==> src/rtl/getir_denetleyici.sv <==
// getir_denetleyici: fetch-stage controller.
// Sequences the fetch PC, runs the instruction-memory request/response
// handshake and hands each fetched 32-bit word to the instruction queue.
// Optional build macro: GETIR_ZAMAN_ASIMI_EN (response timeout with hata_o pulse).
//
// state  | meaning
// -------+-----------------------------------------------------------
// BOSTA  | idle after reset, no request
// ISTEK  | request valid, address held until accepted
// BEKLE  | request accepted, waiting for the response word
// TUT    | response captured during back-end stall, waiting to deliver
// BOSLUK | one idle slot so the queue can drain its held compressed half
// IPTAL  | redirected while a response is outstanding, discard it
module getir_denetleyici #(
    parameter logic [31:0] BASLANGIC_PS = 32'h4000_0000,
    parameter int          ZAMAN_ASIMI  = 64
) (
    input  logic        clk_i,
    input  logic        rst_i,
    output logic        bellek_istek_o,
    output logic [31:0] bellek_adres_o,
    input  logic        bellek_hazir_i,
    input  logic        bellek_veri_gecerli_i,
    input  logic [31:0] bellek_veri_i,
    output logic        kuyruk_aktif_o,
    output logic [31:0] kuyruk_buyruk_o,
    output logic [31:0] kuyruk_ps_o,
    output logic        ps_atladi_o,
    input  logic        ps_durdur_i,
    input  logic        ps_iki_artir_i,
    input  logic        durdur_i,
    input  logic        dallanma_gecerli_i,
    input  logic [31:0] dallanma_ps_i,
    output logic [31:0] getir_ps_o,
    output logic        bekliyor_o,
    output logic        hata_o
);

    typedef enum logic [2:0] {
        BOSTA  = 3'd0,
        ISTEK  = 3'd1,
        BEKLE  = 3'd2,
        TUT    = 3'd3,
        BOSLUK = 3'd4,
        IPTAL  = 3'd5
    } durum_t;

    durum_t      r_durum;
    durum_t      w_sonraki;
    logic [31:0] r_ps;
    logic [31:0] w_ps_sonraki;
    logic [31:0] r_tut;
    logic        w_yakala;
    logic        w_teslim;
    logic [31:0] w_teslim_veri;
    logic [31:0] w_hizali_ps;
    logic        w_zaman_doldu;

    assign w_hizali_ps = {r_ps[31:2], 2'b00};
    assign getir_ps_o  = r_ps;

`ifdef GETIR_ZAMAN_ASIMI_EN
    localparam int                SAYAC_W   = $clog2(ZAMAN_ASIMI + 1);
    localparam logic [SAYAC_W-1:0] SAYAC_YUK = SAYAC_W'(ZAMAN_ASIMI - 1);

    logic [SAYAC_W-1:0] r_sayac;
    logic               w_bekleme;

    assign w_bekleme     = (r_durum == BEKLE) || (r_durum == IPTAL);
    assign w_zaman_doldu = w_bekleme && (r_sayac == '0) && !bellek_veri_gecerli_i;
    // A redirect wins over a timeout in the same cycle, so no error is raised then.
    assign hata_o        = w_zaman_doldu && !dallanma_gecerli_i;

    // Down-counter over one uninterrupted wait; reloaded whenever the wait ends or restarts.
    always_ff @(posedge clk_i) begin
        if (!rst_i) begin
            r_sayac <= SAYAC_YUK;
        end else if (w_bekleme && (w_sonraki == r_durum) && !dallanma_gecerli_i) begin
            r_sayac <= r_sayac - SAYAC_W'(1);
        end else begin
            r_sayac <= SAYAC_YUK;
        end
    end
`else
    logic w_unused_zaman;

    assign w_unused_zaman = (ZAMAN_ASIMI != 0);
    assign w_zaman_doldu  = 1'b0;
    assign hata_o         = 1'b0;
`endif

    // State, PC and hold-register update.
    always_ff @(posedge clk_i) begin
        if (!rst_i) begin
            r_durum <= BOSTA;
            r_ps    <= BASLANGIC_PS;
            r_tut   <= '0;
        end else begin
            r_durum <= w_sonraki;
            r_ps    <= w_ps_sonraki;
            if (w_yakala) begin
                r_tut <= bellek_veri_i;
            end
        end
    end

    // Next state, next PC and all handshake outputs; redirect overrides delivery.
    always_comb begin
        w_sonraki       = r_durum;
        w_ps_sonraki    = r_ps;
        w_yakala        = 1'b0;
        w_teslim        = 1'b0;
        w_teslim_veri   = '0;
        bellek_istek_o  = 1'b0;
        bellek_adres_o  = '0;
        bekliyor_o      = 1'b0;
        kuyruk_aktif_o  = 1'b0;
        kuyruk_buyruk_o = '0;
        kuyruk_ps_o     = '0;
        ps_atladi_o     = 1'b0;

        case (r_durum)
            BOSTA: begin
                w_sonraki = ISTEK;
            end
            ISTEK: begin
                bellek_istek_o = 1'b1;
                bellek_adres_o = w_hizali_ps;
                if (bellek_hazir_i) begin
                    w_sonraki = BEKLE;
                end
            end
            BEKLE: begin
                bekliyor_o = 1'b1;
                if (bellek_veri_gecerli_i) begin
                    if (durdur_i) begin
                        w_yakala  = 1'b1;
                        w_sonraki = TUT;
                    end else begin
                        w_teslim      = 1'b1;
                        w_teslim_veri = bellek_veri_i;
                    end
                end else if (w_zaman_doldu) begin
                    w_sonraki = ISTEK;
                end
            end
            TUT: begin
                if (!durdur_i) begin
                    w_teslim      = 1'b1;
                    w_teslim_veri = r_tut;
                end
            end
            BOSLUK: begin
                w_sonraki = ISTEK;
            end
            IPTAL: begin
                bekliyor_o = 1'b1;
                if (bellek_veri_gecerli_i || w_zaman_doldu) begin
                    w_sonraki = ISTEK;
                end
            end
            default: begin
                w_sonraki = BOSTA;
            end
        endcase

        if (dallanma_gecerli_i) begin
            ps_atladi_o  = 1'b1;
            kuyruk_ps_o  = dallanma_ps_i;
            w_ps_sonraki = dallanma_ps_i;
            w_yakala     = 1'b0;
            case (r_durum)
                BEKLE, IPTAL: begin
                    if (bellek_veri_gecerli_i) begin
                        w_sonraki = ISTEK;
                    end else begin
                        w_sonraki = IPTAL;
                    end
                end
                ISTEK: begin
                    // An accepted old-address request still owes us a response.
                    if (bellek_hazir_i) begin
                        w_sonraki = IPTAL;
                    end else begin
                        w_sonraki = ISTEK;
                    end
                end
                default: begin
                    w_sonraki = ISTEK;
                end
            endcase
        end else if (w_teslim) begin
            kuyruk_aktif_o  = 1'b1;
            kuyruk_buyruk_o = w_teslim_veri;
            kuyruk_ps_o     = r_ps;
            if (ps_iki_artir_i) begin
                w_ps_sonraki = r_ps + 32'd2;
            end else begin
                w_ps_sonraki = w_hizali_ps + 32'd4;
            end
            if (ps_durdur_i) begin
                w_sonraki = BOSLUK;
            end else begin
                w_sonraki = ISTEK;
            end
        end
    end

endmodule

==> config.mk <==
export PLATFORM = sky130hd
export DESIGN_NAME = getir_denetleyici
export DESIGN_NICKNAME = d
export VERILOG_FILES = /design/src/rtl/getir_denetleyici.sv
export SDC_FILE = /design/constraint.sdc
export NUM_CORES = 1
export LEC_CHECK = 0
export BUFFER_PORTS_ARGS = -buffer_cell sky130_fd_sc_hd__buf_4
export CORE_UTILIZATION = 23
export DETAILED_ROUTE_END_ITERATION = 8
export MAX_ROUTING_LAYER = met4
export SYNTH_ARGS = -nofsm -noshare
export SYNTH_HDL_FRONTEND = slang
export SYNTH_SLANG_ARGS = --single-unit
==> constraint.sdc <==
create_clock -name clk_i -period 3.2 [get_ports clk_i]
set_input_delay 0.32 -clock clk_i [delete_from_list [all_inputs] [get_ports clk_i]]
set_output_delay 0.32 -clock clk_i [all_outputs]
set_load 0.01 [all_outputs]
==> impl_metrics.tcl, run 1 <==
set metrics [dict create \
    reg2reg_slack_ns 0.95 \
    die_w_um 137.3 \
    ant_nets 0 \
    clk_pin_slew_ns 0.06 \
    power.total_mw 2.410 \
    die_area_um2 18860 \
    viasPerCell 4.851 \
    cp-startpoint "r_durum[0]$_SDFFE_PN0P_" \
    rsz0062_at_grt "no" \
    ys_seq_area_frac 0.3185 \
    cts_sinks 67 \
    yosys.area.top_type_share 0.3185 \
    crit_path_end "kuyruk_ps_o[29]" \
    clock_latency_ns 0.34 \
    most-common-layout-cells "213 x buf_4, 135 x nand2_1, 67 x dfxtp_1" \
    antenna_found_initial 0 \
    leakage_nw 2.427 \
    criticalPathCategory "reg -> out" \
    syn_area_um2 4212 \
    yosysWarnings 0 \
    nFillCells 1912 \
    hold_buffers 0 \
    ctsResizeCount 0 \
    numCtsBuffers 9 \
    syn_to_final_growth_pct 47.24 \
    avgSynthCellArea_um2 6.882 \
    worst_pin_slew_ns 0.8102 \
    p_per_area_nw_per_um2 388.6 \
    syn_inst 612 \
    cap_violations 0 \
    hold_class "in -> reg" \
    synthMuxAreaShare 0.009804 \
    cts-root-buf "clkbuf_16" \
    finalClockSkew_ns 0.006258 \
    ys_ff_latch 67 \
    n_antenna_cell 0 \
    synth-async-reset-ratio 0 \
    grt_max_degree 70 \
    htreeDepth 3 \
    synthTopCellsByArea "dfxtp_1 32%, nand2_1 12%, a21oi_1 6.5%, a22oi_1 5.7%, o21ai_0 5.3%" \
    first_pass_iters 4 \
    synthXorXnorAreaFrac 0.03743 \
    core-area_um2 17960 \
    maxSlewViolCount 0 \
    synth_top_family_by_area "simple AND/OR/NAND/NOR gates" \
    cts_tree "done" \
    relSlewSlack 0.4599 \
    layout_commonest_cell "buf_4" \
    gp_congestion 0.8221 \
    drc 0 \
    drtIter0Drc 274 \
    post_cts.repair.setup_buffers 0 \
    synth-edff-count 0 \
    synthFlopType "dfxtp_1" \
    grt-ovfl-total 0 \
    critPathArrivalTime_ns 2.35 \
    fin_crit_ns 2.666 \
    setup.worst_path.end_class "primary output" \
    r2r-start "getir_ps_o[2]$_SDFFE_PN0P_" \
    grt_pass1_vias 4436 \
    synth_largest_area_cell "dfxtp_1" \
    num-nets-final 859 \
    hold_violations 0 \
    grt_usage 0.1713 \
    io_pins 205 \
    ir_worst_vdd_mv 0.2410 \
    cp_max_fo 20 \
    synthAdderAreaFrac 0.005942 \
    fp.dieH_um 137.3 \
    worstPathRequired_ns 2.88 \
    r2r_cells 6 \
    tns_ns 0 \
    clk_path_buf_depth 2 \
    synth-compound-area-share 0.2383 \
    final-setup-viol-count 0 \
    wl_per_cell_um 15.53 \
    status "finished, final reports clean" \
    floorplan.initialDensity 0.2345 \
    period_share 0.8331 \
    synth_cell_types 53 \
    start_kind "flop" \
    max_clock_freq_ghz 0.3751 \
    timing.rr.end "getir_ps_o[21]$_SDFFE_PN0P_" \
    vias 4943 \
    grt_pass1_wl_um 24140 \
    dp_hpwl_um 11260 \
    drive_gt1_frac 0.2987 \
    synth-simple-area-share 0.3259 \
    rows 49 \
    wirelength_um 15830 \
    portBuffers 201 \
]
## layout make-up
class	count	area (µm²)	area share
Inverter	11	41.29	0.006659
Timing Repair Buffer	213	1599	0.2579
Multi-Input combinational cell	483	2623	0.4229
Clock inverter	5	77.57	0.01251
Sequential cell	67	1341	0.2163
Clock buffer	11	232.7	0.03753
Tap cell	229	286.5	0.04621
## layer usage
metal | track usage | vias to the layer above | wire (µm)
li1 | - | 2485 | -
met2 | 0.2736 | 132 | 7597
met3 | 0.02060 | 19 | 697
met4 | 0.06105 | 0 | 312
met1 | 0.2219 | 2307 | 7221
met5 | - | - | 0
## synth_stat cells (all sizes together) (2+ instances only)
cell and n:
nand4 6, nor2b 2, and2 25, a22oi 32
o31ai 8, a31oi 6, dfxtp 67, nand2b 6
inv 10, or3 7, a211oi 6, or4 3
buf 12, and3 6, nor4 11, a311oi 2
nand2 135, nand3 14, a21oi 55, mux2i 3
o21ai 45, ha 2, xnor2 17, a22o 2
o311a 2, and4 4, nor3 20, nor2 46
clkbuf 41
## state kept, by name (all words and copies together), names as in the netlist
register	count
r_durum	3
r_tut	32
getir_ps_o	32
## worst max-delay path: stages (launching register included)
cell	delay, ns
dfxtp_1	0.51
nor2_1	0.16
or3_1	0.72
o31ai_1	0.43
buf_4	0.19
## per-stage QoR
step	hold slack, ns	area (µm²)	cells	util	setup slack [ns]
2_1_floorplan	0.4360	4219	614	-	1.095
3_3_place_gp	0.4413	5891	1003	0.3279	0.8731
3_5_place_dp	0.4471	5891	1003	0.3279	0.9080
4_1_cts	0.2245	6201	1019	0.3452	0.5344
5_1_grt	0.2267	6201	1019	0.3452	0.4297
6_report	0.2386	6201	1019	0.3452	0.5342
## power breakdown
| group | internal [mW] | leakage [nW] | switching (mW) |
|---|---|---|---|
| clock network | 0.680 | 0.150 | 0.383 |
| logic | 0.209 | 1.73 | 0.219 |
| registers | 0.866 | 0.548 | 0.0529 |
| total | 1.75 | 2.43 | 0.655 |
## how the worst min path moves through the flow
stage	startpoint	to	depth (start not counted)
floorplan	r_tut[0]$_SDFFE_PN0P_	r_tut[0]$_SDFFE_PN0P_	2
global placement	r_tut[25]$_SDFFE_PN0P_	r_tut[25]$_SDFFE_PN0P_	2
detailed placement	r_tut[18]$_SDFFE_PN0P_	r_tut[18]$_SDFFE_PN0P_	2
CTS	bellek_veri_i[3]	r_tut[3]$_SDFFE_PN0P_	3
global route	bellek_veri_i[11]	r_tut[11]$_SDFFE_PN0P_	3
finish	bellek_veri_i[28]	r_tut[28]$_SDFFE_PN0P_	3
## cells by family after synthesis
logic type / Yosys count
and+or+nand+nor: 290
xor gates and xnor gates: 18
DFF: 67
adders and majority gates: 2
muxes: 4
AOI/OAI and AO/OA: 166
other: 1
buffers and inverters: 64
(Power assumes the default switching activity.)
==> inputs of run 2 (changes only) <==
==> constraint.sdc (replaced) <==
create_clock -name clk_i -period 2.5 [get_ports clk_i]
set_input_delay 0.25 -clock clk_i [delete_from_list [all_inputs] [get_ports clk_i]]
set_output_delay 0.25 -clock clk_i [all_outputs]
set_load 0.01 [all_outputs]
==> impl_metrics.tcl, run 2 (synthesis results as in run 1) <==
set metrics [dict create \
    grt_pass1_wl_um 24410 \
    setup.worst_path.end_class "primary output" \
    critPathArrivalTime_ns 2.12 \
    wirelength_um 16140 \
    start_kind "flop" \
    setup_ws_ns 0.1311 \
    core-area_um2 17960 \
    cts_tree "done" \
    floorplan.initialDensity 0.2345 \
    p_per_area_nw_per_um2 467.1 \
    dp_cells 1011 \
    layout_commonest_cell "buf_4" \
    power.total_mw 2.920 \
    numCtsBuffers 9 \
    hold_violations 0 \
    worst_pin_slew_ns 0.5083 \
    clk_pin_slew_ns 0.05 \
    clk_path_buf_depth 2 \
    period_share 0.9476 \
    max_clock_freq_ghz 0.4221 \
    cpPeakStageDelay_ns 0.53 \
    drc 0 \
    ant_nets 0 \
    drive_gt1_frac 0.3103 \
    hold_class "in -> reg" \
    fin_crit_ns 2.369 \
    dp_hpwl_um 11500 \
    tns_ns 0 \
    drtIter0Drc 348 \
    die_w_um 137.3 \
    antenna_found_initial 0 \
    rows 49 \
    clock_latency_ns 0.34 \
    maxSlewViolCount 0 \
    layout.cells.non_filler 1025 \
    fin_util 0.3480 \
    rsz0062_at_grt "no" \
    cp_slowest_cell "dfxtp_1" \
    crit_buf_inv 2 \
    n_antenna_cell 0 \
    hold_buffers 0 \
    dpl_cell_area_um2 5976 \
    htreeDepth 3 \
    fp.dieH_um 137.3 \
    cts-root-buf "clkbuf_16" \
    grt_usage 0.1729 \
    first_pass_iters 5 \
    critPathTopFamily "simple AND/OR/NAND/NOR gates" \
    wl_per_cell_um 15.74 \
    final_area_um2 6251 \
    relSlewSlack 0.6611 \
    portBuffers 201 \
    most-common-layout-cells "219 x buf_4, 134 x nand2_1, 67 x dfxtp_1" \
    final-setup-viol-count 0 \
    pre_cts_slack_ns 0.2623 \
    worstPathRequired_ns 2.25 \
    syn_to_final_growth_pct 48.43 \
    cpMostUsedCell "buf_4" \
    viasPerCell 4.837 \
    status "finished, final reports clean" \
    cp_cell_sequence "nor2_1 -> or3_4 -> buf_4 -> o31ai_1 -> buf_4" \
    holdWs_ns 0.1651 \
    finalClockSkew_ns 0.006714 \
    vias 4958 \
    ir_worst_vdd_mv 0.2899 \
    die_area_um2 18860 \
    cp_max_fo 11 \
    cap_violations 0 \
    grt_pass1_vias 4449 \
    leakage_nw 2.460 \
    io_pins 205 \
    num-nets-final 867 \
    grt-ovfl-total 0 \
    cts_sinks 67 \
    grt_max_degree 48 \
    criticalPathCategory "reg -> out" \
    gp_congestion 0.8200 \
]
## run 2: changes by cell type in the layout (fill, tap and decap cells not counted), moves of 2 or more
cell	before	now
bufinv_16	2	0
buf_4	213	219
clkbuf_8	0	2
buf_12	0	2
clkbuf_1	2	0
## run 2: final timing paths
path | start | endpoint | slack, ns | cells after the start
min reg2reg | r_tut[19]$_SDFFE_PN0P_ | r_tut[19]$_SDFFE_PN0P_ | 0.45 | 2
max | r_durum[0]$_SDFFE_PN0P_ | kuyruk_ps_o[20] | 0.13 | 5
max reg2reg | getir_ps_o[2]$_SDFFE_PN0P_ | getir_ps_o[21]$_SDFFE_PN0P_ | 0.25 | 6
min | bellek_veri_i[1] | r_tut[1]$_SDFFE_PN0P_ | 0.17 | 3
## run 2: metal layers
layer,up-vias,track usage,share of wire,wire length [µm]
met1,2310,0.2217,0.47,7504
met2,130,0.2733,0.48,7690
met4,0,0.06838,0.022,363
li1,2494,-,-,-
met5,-,-,0,0
met3,24,0.02428,0.036,577
## run 2: worst min-delay path: cells and delay by family
kind,cells,cell delay [ns]
buffers and inverters,1,0.11
AND/OR/NAND/NOR,1,0.05
AO/OA/AOI/OAI,1,0.05
## run 2: area by class of cell
type | instances | area [µm²]
fill | 1916 | 11710
multi-input combinational | 483 | 2630
timing repair buffer | 221 | 1684
sequential | 67 | 1341
tap | 229 | 286.5
clock buffer | 11 | 252.7
inverter | 11 | 41.29
clock inverter | 3 | 15.01
## run 2: repair_timing
| item | 4_1_cts | 5_1_grt |
|---|---|---|
| endpoints found under the setup margin | 4 | 9 |
| resized for setup | 1 | 2 |
| setup buffers | 0 | 0 |
## run 2: power by group
part,leakage [nW],switching (mW),total [mW],internal [mW]
Clock,0.137,0.477,1.19,0.709
Sequential,0.548,0.0636,1.17,1.11
Combinational,1.78,0.288,0.563,0.275
